===== config.mk =====
export PLATFORM = sky130hd
export DESIGN_NAME = conv_tile_scheduler
export DESIGN_NICKNAME = d
export VERILOG_FILES = /design/src/rtl/conv_tile_scheduler.sv
export SDC_FILE = /design/constraint.sdc
export NUM_CORES = 1
export LEC_CHECK = 0
export BUFFER_PORTS_ARGS = -buffer_cell sky130_fd_sc_hd__buf_4
export CORE_MARGIN = 2
export CORE_UTILIZATION = 52
export DETAILED_ROUTE_END_ITERATION = 8
export PLACE_DENSITY = 0.89
export SKIP_LAST_GASP = 1
export SLEW_MARGIN = 10
export SYNTH_ARGS = -nofsm -noshare
export SYNTH_HDL_FRONTEND = slang
export SYNTH_SLANG_ARGS = --single-unit
export TNS_END_PERCENT = 20

===== constraint.sdc =====
create_clock -name clk -period 2 [get_ports clk]
set_clock_uncertainty 0.05 [all_clocks]
set_input_delay 0.1 -clock clk [delete_from_list [all_inputs] [get_ports clk]]
set_output_delay 0.1 -clock clk [all_outputs]
set_load 0.02 [all_outputs]

===== src/rtl/conv_tile_scheduler.sv =====
// Layer-level tile walker for the convolution engine: sequences out_fm load, in_fm/weight loads, conv and out_fm store.
// Optional CONV_SCHED_PERF_EN adds saturating busy/conv cycle counters.
module conv_tile_scheduler #(
  parameter int AW     = 16,
  parameter int IN_CH  = 64,
  parameter int OUT_CH = 64,
  parameter int ROW    = 128,
  parameter int COL    = 32,
  parameter int Tm     = 16,
  parameter int Tn     = 16,
  parameter int Tr     = 64,
  parameter int Tc     = 16
) (
  input  logic          clk,
  input  logic          rst,
  input  logic          layer_start,
  output logic          layer_done,
  output logic          busy,
  output logic          out_fm_load_start,
  input  logic          out_fm_load_done,
  output logic          in_fm_load_start,
  input  logic          in_fm_load_done,
  output logic          weight_load_start,
  input  logic          weight_load_done,
  output logic          conv_computing_start,
  input  logic          conv_computing_done,
  output logic          out_fm_store_start,
  input  logic          out_fm_store_done,
  output logic [AW-1:0] tile_row,
  output logic [AW-1:0] tile_col,
  output logic [AW-1:0] tile_in_ch,
  output logic [AW-1:0] tile_out_ch
`ifdef CONV_SCHED_PERF_EN
  ,
  output logic [31:0]   perf_busy_cycles,
  output logic [31:0]   perf_conv_cycles
`endif
);

  typedef enum logic [2:0] {IDLE, OUT_LD, IN_LD, CONV, OUT_ST} state_t;

  localparam logic [AW-1:0] IC_LAST  = AW'(IN_CH - Tm);
  localparam logic [AW-1:0] OC_LAST  = AW'(OUT_CH - Tn);
  localparam logic [AW-1:0] ROW_LAST = AW'(ROW - Tr);
  localparam logic [AW-1:0] COL_LAST = AW'(COL - Tc);
  localparam logic [AW-1:0] TM_STEP  = AW'(Tm);
  localparam logic [AW-1:0] TN_STEP  = AW'(Tn);
  localparam logic [AW-1:0] TR_STEP  = AW'(Tr);
  localparam logic [AW-1:0] TC_STEP  = AW'(Tc);

  state_t state;
  logic   in_flag;
  logic   w_flag;
  logic   last_tile;

  assign busy      = (state != IDLE);
  assign last_tile = (tile_col == COL_LAST) && (tile_row == ROW_LAST) && (tile_out_ch == OC_LAST);

  // Start pulses are registered alongside the state change so each is high only in the first cycle of its state
  always_ff @(posedge clk) begin
    if (rst) begin
      state                <= IDLE;
      layer_done           <= 1'b0;
      out_fm_load_start    <= 1'b0;
      in_fm_load_start     <= 1'b0;
      weight_load_start    <= 1'b0;
      conv_computing_start <= 1'b0;
      out_fm_store_start   <= 1'b0;
      in_flag              <= 1'b0;
      w_flag               <= 1'b0;
      tile_row             <= '0;
      tile_col             <= '0;
      tile_in_ch           <= '0;
      tile_out_ch          <= '0;
    end else begin
      layer_done           <= 1'b0;
      out_fm_load_start    <= 1'b0;
      in_fm_load_start     <= 1'b0;
      weight_load_start    <= 1'b0;
      conv_computing_start <= 1'b0;
      out_fm_store_start   <= 1'b0;
      case (state)
        IDLE: begin
          if (layer_start) begin
            state             <= OUT_LD;
            out_fm_load_start <= 1'b1;
          end
        end
        OUT_LD: begin
          if (out_fm_load_done) begin
            state             <= IN_LD;
            in_fm_load_start  <= 1'b1;
            weight_load_start <= 1'b1;
          end
        end
        // The two load dones may come in either order, so each is remembered until both are seen
        IN_LD: begin
          if ((in_fm_load_done || in_flag) && (weight_load_done || w_flag)) begin
            state                <= CONV;
            conv_computing_start <= 1'b1;
            in_flag              <= 1'b0;
            w_flag               <= 1'b0;
          end else begin
            if (in_fm_load_done)  in_flag <= 1'b1;
            if (weight_load_done) w_flag  <= 1'b1;
          end
        end
        CONV: begin
          if (conv_computing_done) begin
            if (tile_in_ch < IC_LAST) begin
              tile_in_ch        <= tile_in_ch + TM_STEP;
              state             <= IN_LD;
              in_fm_load_start  <= 1'b1;
              weight_load_start <= 1'b1;
            end else begin
              tile_in_ch         <= '0;
              state              <= OUT_ST;
              out_fm_store_start <= 1'b1;
            end
          end
        end
        // Nested col/row/out_ch advance; on the last tile every index wraps back to 0
        OUT_ST: begin
          if (out_fm_store_done) begin
            if (tile_col != COL_LAST) begin
              tile_col <= tile_col + TC_STEP;
            end else begin
              tile_col <= '0;
              if (tile_row != ROW_LAST) begin
                tile_row <= tile_row + TR_STEP;
              end else begin
                tile_row <= '0;
                if (tile_out_ch != OC_LAST) tile_out_ch <= tile_out_ch + TN_STEP;
                else                        tile_out_ch <= '0;
              end
            end
            if (last_tile) begin
              state      <= IDLE;
              layer_done <= 1'b1;
            end else begin
              state             <= OUT_LD;
              out_fm_load_start <= 1'b1;
            end
          end
        end
        default: state <= IDLE;
      endcase
    end
  end

`ifdef CONV_SCHED_PERF_EN
  // Counters restart on an accepted layer_start and hold their value once the layer returns to IDLE
  always_ff @(posedge clk) begin
    if (rst) begin
      perf_busy_cycles <= '0;
      perf_conv_cycles <= '0;
    end else if (state == IDLE && layer_start) begin
      perf_busy_cycles <= '0;
      perf_conv_cycles <= '0;
    end else begin
      if (busy && perf_busy_cycles != 32'hFFFF_FFFF)
        perf_busy_cycles <= perf_busy_cycles + 32'd1;
      if (state == CONV && perf_conv_cycles != 32'hFFFF_FFFF)
        perf_conv_cycles <= perf_conv_cycles + 32'd1;
    end
  end
`endif

endmodule


==> results.tsv, run 1 <==
stage	metric	value	unit
outcome	outcome	complete, but fails checks	
outcome	violated checks	setup timing	
layout	final core utilization	65.4	%
placed_design	placed instance area	3470	µm²
floorplanning	DIE AREA	6250	µm²
logic_synthesis	Most used DFF post-synth	dfxtp_1	
clock_tree	total CTS buffers	5	
logic_synthesis	Syn Inst Count	341	
logic_synthesis	post-synthesis sequential area ratio	38.3	%
layout	Register Area	1120	µm²
clock_tree	Clk pin slew, worst setup/hold paths	0.10	ns
setup_path	Reg2Reg Setup Slack	-0.03	ns
clock_tree	clk sinks	56	
setup_path	Worst Setup Start Kind	register	
setup_path	worst path cell trace	inv_1 > ha_1 > nor4b_4 > nand3_1 > o311ai_1 > o41ai_2	
setup_path	reg2reg start	tile_col[5]	
setup_path	crit-path leading delay family	compound AO/OA/AOI/OAI gates	
worst_hold_path	HP Start	weight_load_done	
clock_tree	Skew-Pair Late Insertion Delay	0.31	ns
logic_synthesis	Compound-Gate Fraction of Synth Area	17.6	%
global_routing	grt ovf	0	
timing	unrepaired setup endpoints after global routing	yes	
power	Max IR drop VDD	0.000286	V
worst_hold_path	hold depth	3	
logic_synthesis	Post-Synth Simple-Gate Area	30.2	%
route	final wirelength	7.33	mm
global_routing	pin count of the biggest net entering global routing	28	
clock_tree	CTS tree	done	
setup_path	reg-to-reg endpoint	tile_out_ch[6]	
worst_hold_path	Hold Path End	w_flag	
clock_tree	Root Buffer	clkbuf_8	
run	MaxCap Viol Count	0	
logic_synthesis	Yosys top cell by area	dfxtp_1	
clock_tree	CTS max path bufs	2	
floorplanning	core area	5470	µm²
clock_tree	H-tree depth	2	
floorplanning	Initial Utilization	53.5	%
logic_synthesis	Post-Synth XOR/XNOR Area	2.69	%
clock_tree	Post-CTS Hold Fix Bufs	0	
setup_path	Worst Path Arrival	2.16	ns
setup_path	critical path peak fanout	9	
logic_synthesis	largest family of logic cells by synthesized area	simple AND/OR/NAND/NOR gates	
floorplanning	die width	79.1	µm
layout	# diodes	0	
layout	fill count	461	
timing	final hold viol count	0	
logic_synthesis	dominant cells by area after synthesis	dfxtp_1 38%, buf_4 5.1%, a21oi_1 3.8%, or3_1 3.2%, nand3_1 2.9%	
setup_path	Critical path buffers and inverters	1	
layout	fin area	3580	µm²
layout	multi-input combinational cell area	1640	µm²
timing	number of setup violations in the final report	1	
global_routing	Total GRT Usage	23.6	%
logic_synthesis	Adder-Cell Fraction of Synth Area	2.56	%
logic_synthesis	post-synthesis sequential element count	56	
layout	Non-Filler Instances	484	
route	vias per cell	5.87	
placed_design	Inst Count DP	476	
worst_hold_path	Hold WC Path Type	input port to register	
layout	Layout Nets	425	
layout	share of cells above drive strength 1	24.3	%
layout	commonest non-fill, non-tap cell in the layout	buf_4	
logic_synthesis	multiplexer share of the synthesized area	0	%
timing	Final WS setup	-0.0275	ns
logic_synthesis	Synth async-reset ratio	0	%
global_routing	first-pass GRT wire length	12.0	mm
layout	P&R area growth vs syn	22.1	%
route	drt first pass iters	4	
layout	most frequent cells in the layout	80 x buf_4, 56 x dfxtp_1, 22 x a21oi_1	
floorplanning	Die Y-Extent	79.1	µm
timing	Tcrit/Tclk final	101	%
timing	Worst Hold Slack	0.00417	ns
power	static leakage	1.48	nW
placed_design	Buffers on Ports	60	
floorplanning	number of core rows	27	
route	DRC viols	0	
logic_synthesis	Unique masters post-synth	55	
placed_design	Placer Congestion	0.930	
global_routing	vias in the first global route	2620	
timing	Tmin final	2.03	ns
logic_synthesis	post-synth top area share	38.3	%
timing	setup TNS	-0.0275	ns
floorplanning	# IOs	79	
route	antenna-violating nets left	0	
route	DR vias	2839	
logic_synthesis	Ys Warns	0	
timing	Final Slew Violations	0	
logic_synthesis	Syn Area/Cell	8.59	µm²
power	PwrDens	549	nW/µm²
logic_synthesis	EDFF count, synth	0	
setup_path	crit path kind	register to register	
setup_path	worst reg-to-reg path cell count	6	
logic_synthesis	Syn Std Cell Area	2930	µm²
global_routing	initial antenna violation count	0	
setup_path	worst path required time	2.13	ns
timing	Max Freq	0.493	GHz
setup_path	max incr delay on CP	0.54	ns
setup_path	CP max stage cell	o311ai_1	
placed_design	HPWL after DPL	5.26	mm
route	Initial DRC Count	266	
route	drt wl/cell	15.2	µm
setup_path	Worst setup EP type	register	
per-stage QoR:
step                      setup WS (ns)  total power, mW
final                           -0.0275             1.96
after global routing             -0.177             2.06
after CTS                         0.108             1.98
after detailed placement          0.117             1.36
after floorplan                   0.140             1.33
after global placement            0.206             1.36
flip-flops by register name, summed over array words and instances (netlist names):
name and cells:
conv_computing_start 1, in_flag 1, layer_done 1, out_fm_load_start 1, out_fm_store_start 1, state 3
tile_col 12, tile_in_ch 12, tile_out_ch 12, tile_row 10, w_flag 1, weight_load_start 1
power by group:
part	switching, mW	total, mW	internal (mW)	leakage (nW)
logic	0.128	0.200	0.0714	0.988
registers	0.00879	1.14	1.13	0.452
clock network	0.374	0.623	0.249	0.0404
total	0.511	1.96	1.45	1.48
layer usage:
layer	wire length (µm)	track usage [%]	share of wire, %
met5	0	0	0
met4	95	9.83	1.3
met3	509	5.80	6.9
met2	3780	40.6	52
met1	2950	27.9	40
worst reg2reg max path, cell delays in order, from the launching register on:
cell,delay (ns)
dfxtp_1,0.33
inv_1,0.05
ha_1,0.13
nor4b_4,0.27
nand3_1,0.35
o311ai_1,0.54
o41ai_2,0.18
kinds of logic (layout without fill, tap and decap cells):
kind of cell | Yosys count | count (layout)
AOI/OAI and AO/OA | 80 | 80
xor gates and xnor gates | 9 | 9
adders and majority gates | 6 | 6
buffers and inverters | 44 | 98
DFF | 56 | 56
other | 1 | 18
and+or+nand+nor | 145 | 145
final cells by class:
cell class	count	share of cell area [%]
clock buffers	5	1.92
clock inverters	3	0.665
inverters	10	1.05
multi-input cells	258	45.7
flip-flops and latches	56	31.3
well taps	72	2.52
repair buffers	80	16.8
worst max-delay path by stage:
stage                     cells past startpoint  slack (ns)        endpoint        start
after floorplan                               6        0.14     tile_row[7]  tile_col[4]
after global placement                        7        0.21    tile_row[14]  tile_col[5]
after detailed placement                      6        0.12  tile_out_ch[6]  tile_col[5]
after CTS                                     7        0.11    tile_row[14]  tile_col[5]
after global routing                          6       -0.18  tile_out_ch[6]  tile_col[5]
final                                         6       -0.03  tile_out_ch[6]  tile_col[5]
synth_stat cells, drive strengths merged, types with 2 or more instances:
master and n:
nand2 21, or4 3, nand3 18, nor3 8
or3 15, a21boi 3, nor4 7, buf 23
o31ai 5, a211oi 7, nor2b 4, ha 6
inv 10, a41o 2, a31oi 4, dfxtp 56
o311ai 4, a21oi 22, xor2 7, clkbuf 11
nand4 15, xnor2 2, nor2 21, o21ai 18
and2 5, and3 13, o41ai 3, and4 7
o21a 3, nor4b 2, o32ai 2
timing repair:
item,in CTS,in global routing
buffers inserted,0,0
endpoints found under the hold margin,0,0
gates resized for setup,0,3
setup endpoints to repair,0,7
(Power assumes the default switching activity.)
==> run 2, diff against run 1 <==
--- a/config.mk
+++ b/config.mk
@@ -6,8 +6,10 @@
 export NUM_CORES = 1
 export LEC_CHECK = 0
 export BUFFER_PORTS_ARGS = -buffer_cell sky130_fd_sc_hd__buf_4
+export CORE_ASPECT_RATIO = 0.75
 export CORE_MARGIN = 2
 export CORE_UTILIZATION = 52
+export CTS_CLUSTER_DIAMETER = 80
 export DETAILED_ROUTE_END_ITERATION = 8
 export PLACE_DENSITY = 0.89
 export SKIP_LAST_GASP = 1
==> run 2 against run 1 <==
The run now ends clean; die area hardly changed; flip-flop and latch count stayed put; clock power is 3.4% higher; final area is 0.98% higher; worst hold slack better by 0.024 ns; sequential share of layout area is 0.30 points lower; combinational power is 2% higher; power is 1.3% higher; first-iteration DRC count is 14% lower; global-route usage is 0.93 points lower; register-to-register slack better by 0.12 ns; critical path depth stayed put.
==> results.tsv, run 2 (synthesis gave the netlist of run 1 again) <==
stage	metric	value	unit	change
clock_tree	CTS max path bufs	2		unchanged
clock_tree	Skew-Pair Late Insertion Delay	0.32	ns	about the same
floorplanning	Die Y-Extent	69.0	µm	-13%
timing	final hold viol count	0		unchanged
layout	# diodes	0		unchanged
worst_hold_path	Hold Path End	out_fm_load_start		
placed_design	Placer Congestion	0.923		-0.69%
setup_path	Worst setup EP type	register		
floorplanning	# IOs	79		unchanged
clock_tree	clk sinks	56		unchanged
worst_hold_path	HP Start	layer_start		
power	Max IR drop VDD	0.000355	V	+24%
clock_tree	H-tree depth	2		unchanged
route	DR top layer	met4		
layout	P&R area growth vs syn	23.3	%	
route	Initial DRC Count	228		-14%
floorplanning	die width	90.7	µm	+15%
timing	Worst Hold Slack	0.0279	ns	+0.0237 ns
layout	Layout Nets	427		+0.47%
layout	commonest non-fill, non-tap cell in the layout	buf_4		
clock_tree	post-CTS setup buffer count	0		unchanged
outcome	outcome	complete, no violations		
worst_hold_path	hold depth	3		unchanged
setup_path	worst reg-to-reg path cell count	6		unchanged
power	PwrDens	551	nW/µm²	+0.34%
route	drt wl/cell	14.6	µm	-3.5%
floorplanning	DIE AREA	6260	µm²	about the same
setup_path	reg-to-reg endpoint	tile_out_ch[13]		
timing	number of setup violations in the final report	0		-1
layout	Non-Filler Instances	489		+1.0%
timing	Final Slew Violations	0		unchanged
setup_path	critical path peak fanout	8		-1
global_routing	vias in the first global route	2530		-3.4%
placed_design	HPWL after DPL	5.15	mm	-2.1%
timing	Tmin final	1.91	ns	-0.121 ns
timing	setup TNS	0	ns	+0.0275 ns
route	wire length on met3	504	µm	-0.98%
floorplanning	Initial Utilization	54.5	%	+0.91 points
power	Power Total	1.99	mW	+1.3%
route	final wirelength	7.15	mm	-2.5%
route	drt first pass iters	5		+1
placed_design	placed instance area	3480	µm²	+0.11%
clock_tree	total CTS buffers	5		unchanged
route	DRC viols	0		unchanged
timing	Max Freq	0.525	GHz	+6.4%
timing	Tcrit/Tclk final	95.3	%	-6.1 points
timing	Final WS setup	0.0939	ns	+0.121 ns
placed_design	post-place setup slack	0.0857	ns	-0.0315 ns
setup_path	crit path kind	register to register		
setup_path	worst path required time	2.20	ns	+0.07 ns
global_routing	initial antenna violation count	0		unchanged
route	antenna-violating nets left	0		unchanged
layout	Regs by FF count	tile_col (12), tile_in_ch (12), tile_out_ch (12)		
layout	final core utilization	67.1	%	+1.8 points
clock_tree	CTS tree	done		
setup_path	Worst Setup Start Kind	register		
layout	most frequent cells in the layout	80 x buf_4, 56 x dfxtp_1, 22 x a21oi_1		
floorplanning	core area	5380	µm²	-1.7%
placed_design	Inst Count DP	479		+0.63%
setup_path	Reg2Reg Setup Slack	0.09	ns	+0.12 ns
route	metal2 WL	3.30	mm	-13%
route	vias per cell	5.81		-0.99%
setup_path	Worst Path Arrival	2.11	ns	-0.05 ns
clock_tree	Root Buffer	clkbuf_8		
run	MaxCap Viol Count	0		unchanged
setup_path	reg2reg start	tile_row[7]		
clock_tree	Clk pin slew, worst setup/hold paths	0.10	ns	about the same
global_routing	grt ovf	0		unchanged
route	met1 wire length	3.24	mm	+9.8%
worst_hold_path	Hold WC Path Type	input port to register		
global_routing	pin count of the biggest net entering global routing	28		unchanged
layout	fin area	3610	µm²	+0.98%
placed_design	Buffers on Ports	60		unchanged
route	DR vias	2840		+0.035%
timing	unrepaired setup endpoints after global routing	yes		
global_routing	first-pass GRT wire length	11.7	mm	-2.1%
floorplanning	number of core rows	23		-15%
layout	share of cells above drive strength 1	24.4	%	+0.12 points
global_routing	Total GRT Usage	22.6	%	-0.93 points
power	static leakage	1.47	nW	-0.66%
-- run 2: final cells by class --
type | instances | area [µm²]
Tap cell | 75 | 93.8
Clock inverter | 2 | 10.0
Fill cell | 437 | 1770
Clock buffer | 6 | 82.6
Sequential cell | 56 | 1120
Inverter | 10 | 37.5
Timing Repair Buffer | 82 | 621
Multi-Input combinational cell | 258 | 1650
-- run 2: worst max-delay path, stage by stage, from the launching register on --
cell	delay [ns]
dfxtp_1	0.37
inv_1	0.07
ha_1	0.12
nor2b_1	0.31
nand3_2	0.23
or4_1	0.54
a21oi_1	0.15
-- run 2: worst max-delay path by stage --
stage / from / end / slack, ns / depth (start not counted)
6_report: tile_row[7] / tile_out_ch[13] / 0.09 / 6
3_5_place_dp: tile_col[5] / tile_col[5] / 0.09 / 7
2_1_floorplan: tile_col[4] / tile_row[7] / 0.14 / 6
3_3_place_gp: tile_row[7] / tile_out_ch[9] / 0.17 / 6
5_1_grt: tile_col[5] / tile_out_ch[8] / -0.07 / 7
4_1_cts: tile_col[5] / tile_row[13] / 0.07 / 7
-- run 2: metal layers --
layer | track usage (%) | vias up
met3 | 5.57 | 12
met4 | 9.40 | 0
met5 | 0 | -
li1 | - | 1382
met1 | 29.5 | 1320
met2 | 35.9 | 126
-- run 2: what timing repair did --
item	in CTS	in global routing
setup endpoints to repair	0	27
hold buffers	2	0
endpoints found under the hold margin	2	0
resized for setup	0	5
-- run 2: power breakdown --
part / internal [mW] / leakage, nW / switching (mW)
clock: 0.277 / 0.0510 / 0.366
combinational: 0.0740 / 0.968 / 0.131
sequential: 1.13 / 0.452 / 0.00876
total: 1.48 / 1.47 / 0.507
